File: src/rtl/dwconv_pkg.sv
// Shared constants and FSM encoding for the depthwise-conv 3x3 window generator.
package dwconv_pkg;
  localparam int KERNELS = 9;
  localparam int PIX_W   = 8;
  localparam int WIN_W   = 72;

  typedef enum logic [1:0] {
    IDLE = 2'd0,
    FILL = 2'd1,
    RUN  = 2'd2,
    DONE = 2'd3
  } dwconv_win_state_t;
endpackage

File: src/rtl/dwconv_line_buf.sv
// Single-row byte delay: dout is the byte written DEPTH enables ago.
// Contents are never cleared; only the pointer is reset.
module dwconv_line_buf
  import dwconv_pkg::*;
#(
  parameter int DEPTH = 28
) (
  input  logic             clk,
  input  logic             rst_b,
  input  logic             en,
  input  logic [PIX_W-1:0] din,
  output logic [PIX_W-1:0] dout
);
  localparam int AW = (DEPTH > 1) ? $clog2(DEPTH) : 1;
  localparam logic [AW-1:0] LAST = AW'(DEPTH - 1);

  logic [PIX_W-1:0] mem [DEPTH];
  logic [AW-1:0]    ptr;

  // Read-before-write: the slot about to be overwritten holds the oldest byte.
  assign dout = mem[ptr];

  // Storage write on each enabled step.
  always_ff @(posedge clk) begin
    if (en) mem[ptr] <= din;
  end

  // Circular pointer advance.
  always_ff @(posedge clk or negedge rst_b) begin
    if (!rst_b)   ptr <= '0;
    else if (en)  ptr <= (ptr == LAST) ? '0 : ptr + 1'b1;
  end
endmodule

File: src/rtl/dwconv_window_gen.sv
// Raster-scan 3x3 window generator feeding the depthwise-conv MAC cell.
// Optional build macro: DWCONV_STRIDE2_EN selects stride-2 window emission.
// Handshake: a pixel transfers on a rising edge where pix_valid & pix_ready;
// pix_ready depends only on the FSM state, never on pix_valid. There is no
// output backpressure: every win_en strobe must be consumed.
module dwconv_window_gen
  import dwconv_pkg::*;
#(
  parameter int IMG_W = 28,
  parameter int IMG_H = 28
) (
  input  logic              clk,
  input  logic              rst_b,
  input  logic              start,
  input  logic              pix_valid,
  input  logic [PIX_W-1:0]  pix_data,
  output logic              pix_ready,
  output logic [0:WIN_W-1]  win_data,
  output logic              win_en,
  output logic              busy,
  output logic              frame_done,
  output dwconv_win_state_t state_dbg
);
  localparam logic [15:0] LAST_COL = 16'(IMG_W - 1);
  localparam logic [15:0] LAST_ROW = 16'(IMG_H - 1);

  dwconv_win_state_t state, state_next;
  logic [15:0]       row, col;
  logic              accept, pos_ok, win_fire;
  logic [PIX_W-1:0]  l1_out, l2_out;
  logic [PIX_W-1:0]  win      [3][3];
  logic [PIX_W-1:0]  win_next [3][3];
  logic [0:WIN_W-1]  win_pack;

  assign accept     = pix_valid & pix_ready;
  assign pix_ready  = (state == FILL) || (state == RUN);
  assign busy       = (state != IDLE);
  assign frame_done = (state == DONE);
  assign state_dbg  = state;

  // Row r-1 delay, then row r-2 delay cascaded from it.
  dwconv_line_buf #(.DEPTH(IMG_W)) u_line1 (
    .clk(clk), .rst_b(rst_b), .en(accept), .din(pix_data), .dout(l1_out)
  );
  dwconv_line_buf #(.DEPTH(IMG_W)) u_line2 (
    .clk(clk), .rst_b(rst_b), .en(accept), .din(l1_out), .dout(l2_out)
  );

`ifdef DWCONV_STRIDE2_EN
  // (r-2) and (c-2) even is the same as r and c even.
  assign pos_ok = (row >= 16'd2) && (col >= 16'd2) && !row[0] && !col[0];
`else
  assign pos_ok = (row >= 16'd2) && (col >= 16'd2);
`endif

  // Windows only leave once FILL has primed the array with in-frame pixels.
  assign win_fire = accept && (state == RUN) && pos_ok;

  // Window after this acceptance: shift left, new right column from the buffers.
  always_comb begin
    for (int i = 0; i < 3; i++) begin
      win_next[i][0] = win[i][1];
      win_next[i][1] = win[i][2];
    end
    win_next[0][2] = l2_out;
    win_next[1][2] = l1_out;
    win_next[2][2] = pix_data;
  end

  // Row-major, top-left first byte packing.
  always_comb begin
    win_pack = '0;
    for (int k = 0; k < KERNELS; k++) begin
      win_pack[8*k +: 8] = win_next[k/3][k%3];
    end
  end

  // FSM state register.
  always_ff @(posedge clk or negedge rst_b) begin
    if (!rst_b) state <= IDLE;
    else        state <= state_next;
  end

  // FSM next-state logic.
  always_comb begin
    state_next = state;
    case (state)
      IDLE: if (start) state_next = FILL;
      FILL: if (accept && row == 16'd2 && col == 16'd1) state_next = RUN;
      RUN:  if (accept && row == LAST_ROW && col == LAST_COL) state_next = DONE;
      DONE: state_next = IDLE;
      default: state_next = IDLE;
    endcase
  end

  // Position of the next pixel to accept.
  always_ff @(posedge clk or negedge rst_b) begin
    if (!rst_b) begin
      row <= '0;
      col <= '0;
    end else if (state == IDLE && start) begin
      row <= '0;
      col <= '0;
    end else if (accept) begin
      if (col == LAST_COL) begin
        col <= '0;
        row <= (row == LAST_ROW) ? '0 : row + 16'd1;
      end else begin
        col <= col + 16'd1;
      end
    end
  end

  // 3x3 shift array advances once per accepted pixel.
  always_ff @(posedge clk or negedge rst_b) begin
    if (!rst_b) begin
      for (int i = 0; i < 3; i++)
        for (int j = 0; j < 3; j++)
          win[i][j] <= '0;
    end else if (accept) begin
      for (int i = 0; i < 3; i++)
        for (int j = 0; j < 3; j++)
          win[i][j] <= win_next[i][j];
    end
  end

  // Registered strobe and window; data holds between strobes.
  always_ff @(posedge clk or negedge rst_b) begin
    if (!rst_b) begin
      win_en   <= 1'b0;
      win_data <= '0;
    end else begin
      win_en <= win_fire;
      if (win_fire) win_data <= win_pack;
    end
  end
endmodule

File: config.mk
export PLATFORM = sky130hd
export DESIGN_NAME = dwconv_window_gen
export DESIGN_NICKNAME = d
export VERILOG_FILES = /design/src/rtl/dwconv_pkg.sv /design/src/rtl/dwconv_line_buf.sv /design/src/rtl/dwconv_window_gen.sv
export SDC_FILE = /design/constraint.sdc
export NUM_CORES = 1
export LEC_CHECK = 0
export ABC_CLOCK_PERIOD_IN_PS = 4700
export BUFFER_PORTS_ARGS = -buffer_cell sky130_fd_sc_hd__buf_2
export CORE_ASPECT_RATIO = 1.75
export CORE_UTILIZATION = 31
export CTS_CLUSTER_SIZE = 30
export DETAILED_ROUTE_END_ITERATION = 7
export SETUP_SLACK_MARGIN = 0.02
export SYNTH_ARGS = -nofsm -noshare
export SYNTH_HDL_FRONTEND = slang
export SYNTH_SLANG_ARGS = --single-unit
File: constraint.sdc
create_clock -name clk -period 4.7 [get_ports clk]
set_clock_uncertainty 0.15 [all_clocks]
set_input_delay 0.47 -clock clk [delete_from_list [all_inputs] [get_ports clk]]
set_output_delay 0.47 -clock clk [all_outputs]
set_load 0.1 [all_outputs]
After elaboration in Yosys (flattened, before gate mapping)
Memories as Yosys holds them, arrays and structs flattened.
Cells that the tools add are included.
Word-level totals
  register bits: 165
  bits in writable memories: 448
  input bits: 12
  logic and storage cells: 64
  memories kept: 2
Memory list
  u_line1.mem: depth 28, bits a word 8, read ports 1, clocked after Yosys merged registers in 0, wr ports 1, RTL line dwconv_line_buf.sv:17  | logic [PIX_W-1:0] mem [DEPTH];
  u_line2.mem: depth 28, bits a word 8, read ports 1, clocked after Yosys merged registers in 0, wr ports 1, RTL line dwconv_line_buf.sv:17
Cells by class
  $add $sub $neg: 4
  order comparisons: 2
  equality and inequality tests: 12
  muxes and demuxes: 15
  bitwise logic cells: 1
  reduce and logical (&&, ||, !) cells: 15
Operator list (number)
  2-to-1 mux 16 bit: 7
  adder 16 x 1 -> 16 bit, second input constant: 2
  equality test 16 x 5 -> 1 bit, second input constant: 2
  greater-or-equal comparator 16 x 2 -> 1 bit, second input constant: 2
  equality test 16 x 1 -> 1 bit, second input constant: 1
  equality test 16 x 2 -> 1 bit, second input constant: 1
  adder 5 x 1 -> 5 bit, second input constant: 2
  equality test 5 bit, second input constant: 2
  2-to-1 mux 5 bit: 2
  logical AND 1 bit: 8
  one-hot mux 2 bit (4 select lines): 1
  2-to-1 mux 2 bit: 3
  nonzero test 2 bit: 3
  equality test 2 bit, second input constant: 2
  inequality test 2 x 1 -> 1 bit, second input constant: 2
  AND reduction 3 bit: 1
  equality test 2 x 1 -> 1 bit, second input constant: 1
  logical NOT 2 bit: 1
  2-to-1 mux 1 bit: 2
  inequality test 2 bit, second input constant: 1
  AND reduction 2 bit: 1
  bitwise AND 1 bit: 1
  logical OR 1 bit: 1

Depth between registers and ports, before layout
  depth in word-level cells: 7
  gate-level depth with buffers: 9

Modules after synthesis
A second synthesis with hierarchy kept.
Second synthesis, totals
  cell total of the unflattened synthesis: 1373
  area total of the unflattened synthesis: 24642.4 um2
By module, submodules not included
  dwconv_line_buf: times used 2, cells each 446, area each 9081.2 um2, sequential area each 6851.6 um2
  dwconv_window_gen: times used 1, cells each 481, area each 6480.0 um2, sequential area each 3878.7 um2

Worst setup path before layout
No wires, ideal clock.
  path kind: flip-flop to flip-flop
  from: register state[0] (netlist: state_dbg[0])
  to: memory u_line2.mem[20][0] (enable)
  setup time: 0.370 ns
  arrival time: 3.707 ns
  required time: 4.180 ns
  setup slack: 0.472 ns
  stages on the path, launching flop included: 9
  path buffers: 3
  clock period less this slack: 4.228 ns
  path through: dfrtp_1 > inv_1 > ha_1 > and2_1 > clkbuf_1 > clkbuf_1 > clkbuf_1 > nand2_1 > nor2_1
On the way
  cells in the longest elaborated chain, start to end: 5
RTL lines
  start: declaration: RTL line dwconv_window_gen.sv:27  | dwconv_win_state_t state, state_next;
  start signal: assignment: RTL line dwconv_window_gen.sv:81  | else state <= state_next;
  equality test 2 x 1 -> 1 bit or equality test 2 bit (tied branches): RTL line dwconv_window_gen.sv:36  | assign pix_ready = (state == FILL) || (state == RUN);
  logical OR 1 bit *: RTL line dwconv_window_gen.sv:36
  named net pix_ready: RTL line dwconv_window_gen.sv:17  | output logic pix_ready,
  bitwise AND 1 bit *: RTL line dwconv_window_gen.sv:35  | assign accept = pix_valid & pix_ready;
  2-to-1 mux 1 bit *: RTL line dwconv_line_buf.sv:25  | if (en) mem[ptr] <= din;
  2-to-1 mux 1 bit (implied by the code) *: RTL line dwconv_line_buf.sv:25
  end: declaration: RTL line dwconv_line_buf.sv:17
The timed path passes the listed nets; every way through them passes the cells marked *.

Worst setup path in the final report
  from: register u_line2.ptr[0]
  to: register win[48] in the netlist's numbering
On the way
  cells in the longest elaborated chain, start to end: 1
RTL lines
  start: declaration: RTL line dwconv_line_buf.sv:18  | logic [AW-1:0] ptr;
  start signal: assignment: RTL line dwconv_line_buf.sv:31  | else if (en) ptr <= (ptr == LAST) ? '0 : ptr + 1'b1;
  memory read (28 x 8 bit)
  end signal: indexed assignment: RTL line dwconv_window_gen.sv:123  | win[i][j] <= win_next[i][j];
  end: declaration: RTL line dwconv_window_gen.sv:31  | logic [PIX_W-1:0] win [3][3];
No other way between the ends.
A chain may end at the register's enable or synchronous reset.

==> summary.md <==
| Metric | Value |
|---|---|
| Crit Path Category | reg -> reg |
| Relative slew margins | 0.2135 |
| Final core occ | 0.3637 |
| Core ar. | 77,700 sq um |
| Global route total overflow | 0 |
| Count of cell types in the netlist | 60 |
| FFs w/ async S/R, synth | 0.2692 |
| Peak supply drop | about 0.00077 V |
| Routed WL | between 50,000 and 60,000 um |
| EDFF count, synth | 448 |
| Fmax | 0.2717 GHz |
| Critical path arrival | 4.02 ns |
| RSZ-0062 raised after global routing | false |
| Io pins | 90 |
| Tightest Pin Transition | 1.165 ns |
| Startpoint Class | flop |
| CP startpoint | u_line2.ptr[0] |
| Final Max Tran Viols | 0 |
| Hpwl dp | 38,510 um |
| WL per Instance | 21.98 um |
| Worst skew pair latency | 0.69 ns |
| IO buf count | 89 |
| Worst Setup End Kind | flop |
| Setup_tns | 0 ns |
| Vias post-DR | 13,120 |
| Fin area | 28,260 sq um |
| HP Class | in -> reg |
| Pin count of the biggest net entering global routing | 94 |
| Final period util | 0.7832 |
| Layout cells sized above 1 | 0.2531 |
| Main synth FF type | edfxtp_1 |
| Buffer levels on the longest clock path | 3 |
| Pwr dens | ~750 nW/um^2 |
| Clock Sink Count | 613 |
| Post-DRT Antenna Nets | 0 |
| Post-CTS Resized | 0 |
| Tmin final | 3.681 ns |
| #FFs+latches synth | a little over 600 |
| ANT cells | 0 |
| YS warnings | 0 |
| Final setup violation count | 0 |
| Placed inst area | 26,000 sq um |
| Std-Cell Rows | approximately 140 |
| Status | completed |
| Pre-Repair DR Iteration Count | 7 |
| Multi-input gate area | between 6000 and 7000 sq um |
| Die width | about 210 um |
| Clk root buf | clkbuf_16 |
| DRC errors left | 0 |
| Final hold vios | 0 |
| Critical hold path startpoint | start |
| Register area share after synthesis | 0.7207 |
| Placed Cells | 2,526 |
| Vias in the first global route | 13,870 |
| Max incr delay on CP | 0.99 ns |
| Synth Instances | 1,461 |
| DR vias/cell | between 4 and 5 |
| Clk slew on worst S/H paths | 0.07 ns |
| Die area | 79,870 sq um |
| Syn nets | 1,491 |
| Initial DRC count | around 990 |
| Critical-path top delay cell | dfrtp_4 |
| Starting Density | 0.3140 |
| Synthesized area per cell | ~17 sq um |
| Filler Cells Inserted | 7,294 |
| Cts bufs inserted | between 50 and 60 |
| GRT Overall Usage | 0.1460 |
| H-tree depth | 2 |
| Antenna violations before repair | 1 |
| Maximum fanout along the worst path | 41 |
| Area grow syn2layout | 15.83% |
| Req. time, crit path | 5.04 ns |
| Layout Cells excl Fill | 2,635 |
| Die Y | 373.1 um |
| Global-route wire length before repair | 87,910 um |
| Static Leak | 10.01 nW |
| RR Startpoint | u_line2.ptr[0] |
| Crit path cell chain | buf_4 -> mux4_2 -> a32o_1 -> o41ai_1 -> o21ai_0 |
| Sequential cell area | between 15,000 and 20,000 sq um |
| Max cap viols | 0 |
| TritonCTS clock tree | built |
| Total power | 0.02118 W |
| Nets | 1,589 |
| Post-Syn Area | 24,400 sq um |
| Placer Congestion | 0.8437 |
-- where the power goes --
part           total [W]  internal [W]  switching [W]
clock network    0.00541       0.00325        0.00216
registers        0.00820       0.00735       0.000855
logic            0.00756       0.00205        0.00551
-- path summary, 6_finish.rpt --
path                                endpoint  slack [ns]  cells past startpoint
worst max-delay path                 win[48]        1.02                      5
worst min-delay path            state_dbg[0]        0.08                      4
worst max register to register       win[48]        1.02                      5
worst min register to register       win[10]        0.32                      2
max in group asynchronous       state_dbg[0]        3.01                      3
min in group asynchronous            row[13]        0.33                      2
-- Yosys cell counts, types with 9 or more instances --
library cell	number	area share
nand4_1	12	0.0031
a22o_1	12	0.0043
mux2_2	57	0.026
nor3_1	19	0.0039
clkbuf_1	44	0.0068
a22oi_1	9	0.0028
mux4_2	110	0.10
edfxtp_1	448	0.55
mux2i_1	10	0.0041
o21ai_0	39	0.0080
inv_1	26	0.0040
and3_1	10	0.0026
nand3_1	22	0.0045
dfrtp_1	165	0.17
o211ai_1	9	0.0028
ha_1	18	0.0092
a21oi_1	29	0.0059
nor2_1	101	0.016
mux2_4	10	0.0062
buf_2	13	0.0027
nand2_1	172	0.026
-- logic make-up (layout without fill, tap and decap cells) --
group	Yosys count	after routing	share of synthesized area
AOI/OAI and AO/OA	144	144	0.03923
and+or+nand+nor	390	390	0.07160
buffers and inverters	98	245	0.01718
xor gates and xnor gates	11	11	0.003949
adders and majority gates	18	18	0.009232
DFF	613	613	0.7207
muxes	187	187	0.1381
-- state kept, by name, summed over array words and instances, names as in the netlist --
name         flops
col             16
u_line2.mem    224
win_en           1
u_line2.ptr      5
win             48
u_line1.ptr      5
win_data        72
u_line1.mem    224
row             16
state_dbg        2
-- layout by cell type (no fill, tap or decap), drive strengths merged, types with 8 or more instances in the layout --
master / instances
a32oi: 8
buf: 107
a22o: 12
a21oi: 31
mux2i: 10
mux2: 67
o21ai: 40
a22oi: 9
clkbuf: 70
inv: 31
ha: 18
o211ai: 9
nor4: 8
mux4: 110
or3: 8
nand4: 12
nand3: 22
clkinv: 17
nand2b: 8
bufinv: 16
edfxtp: 448
and3: 10
nand2: 172
nor3: 19
nor2: 101
dfrtp: 165
-- area by class of cell --
type                    instances  area share
clock inverters                39     0.02542
clock buffers                  69     0.05420
inverters                      28    0.003719
repair buffers                109     0.02192
flip-flops and latches        613      0.6225
well taps                    1027     0.04547
multi-input cells             750      0.2267
-- layer usage --
layer,GRT usage,vias up,part of all wire
met3,0.01915,99,0.040
met4,0.06226,0,0.036
li1,-,5806,-
met2,0.2767,357,0.56
met5,0,-,0
met1,0.1614,6861,0.37
-- critical path, delay by kind of cell, from the launching register on --
family / cells / cell delay [ns]
AOI/OAI and AO/OA: 3 / 1.39
buffers and inverters: 1 / 0.37
DFF: 1 / 0.99
muxes: 1 / 0.53
-- what timing repair did --
action                    4_1_cts  5_1_grt
hold endpoints to repair       91        0
buffers inserted                0        0
hold buffers                    1        0
-- stage by stage --
step | hold slack [ns] | worst slack [ns]
2_1_floorplan | 0.02441 | 0.4723
4_1_cts | 0.01754 | 1.019
6_report | 0.07852 | 1.019
5_1_grt | 0.03889 | 0.8773
3_3_place_gp | 0.3018 | 1.059
3_5_place_dp | 0.3066 | 1.057
Note: power is estimated with default switching activity, not from simulation.
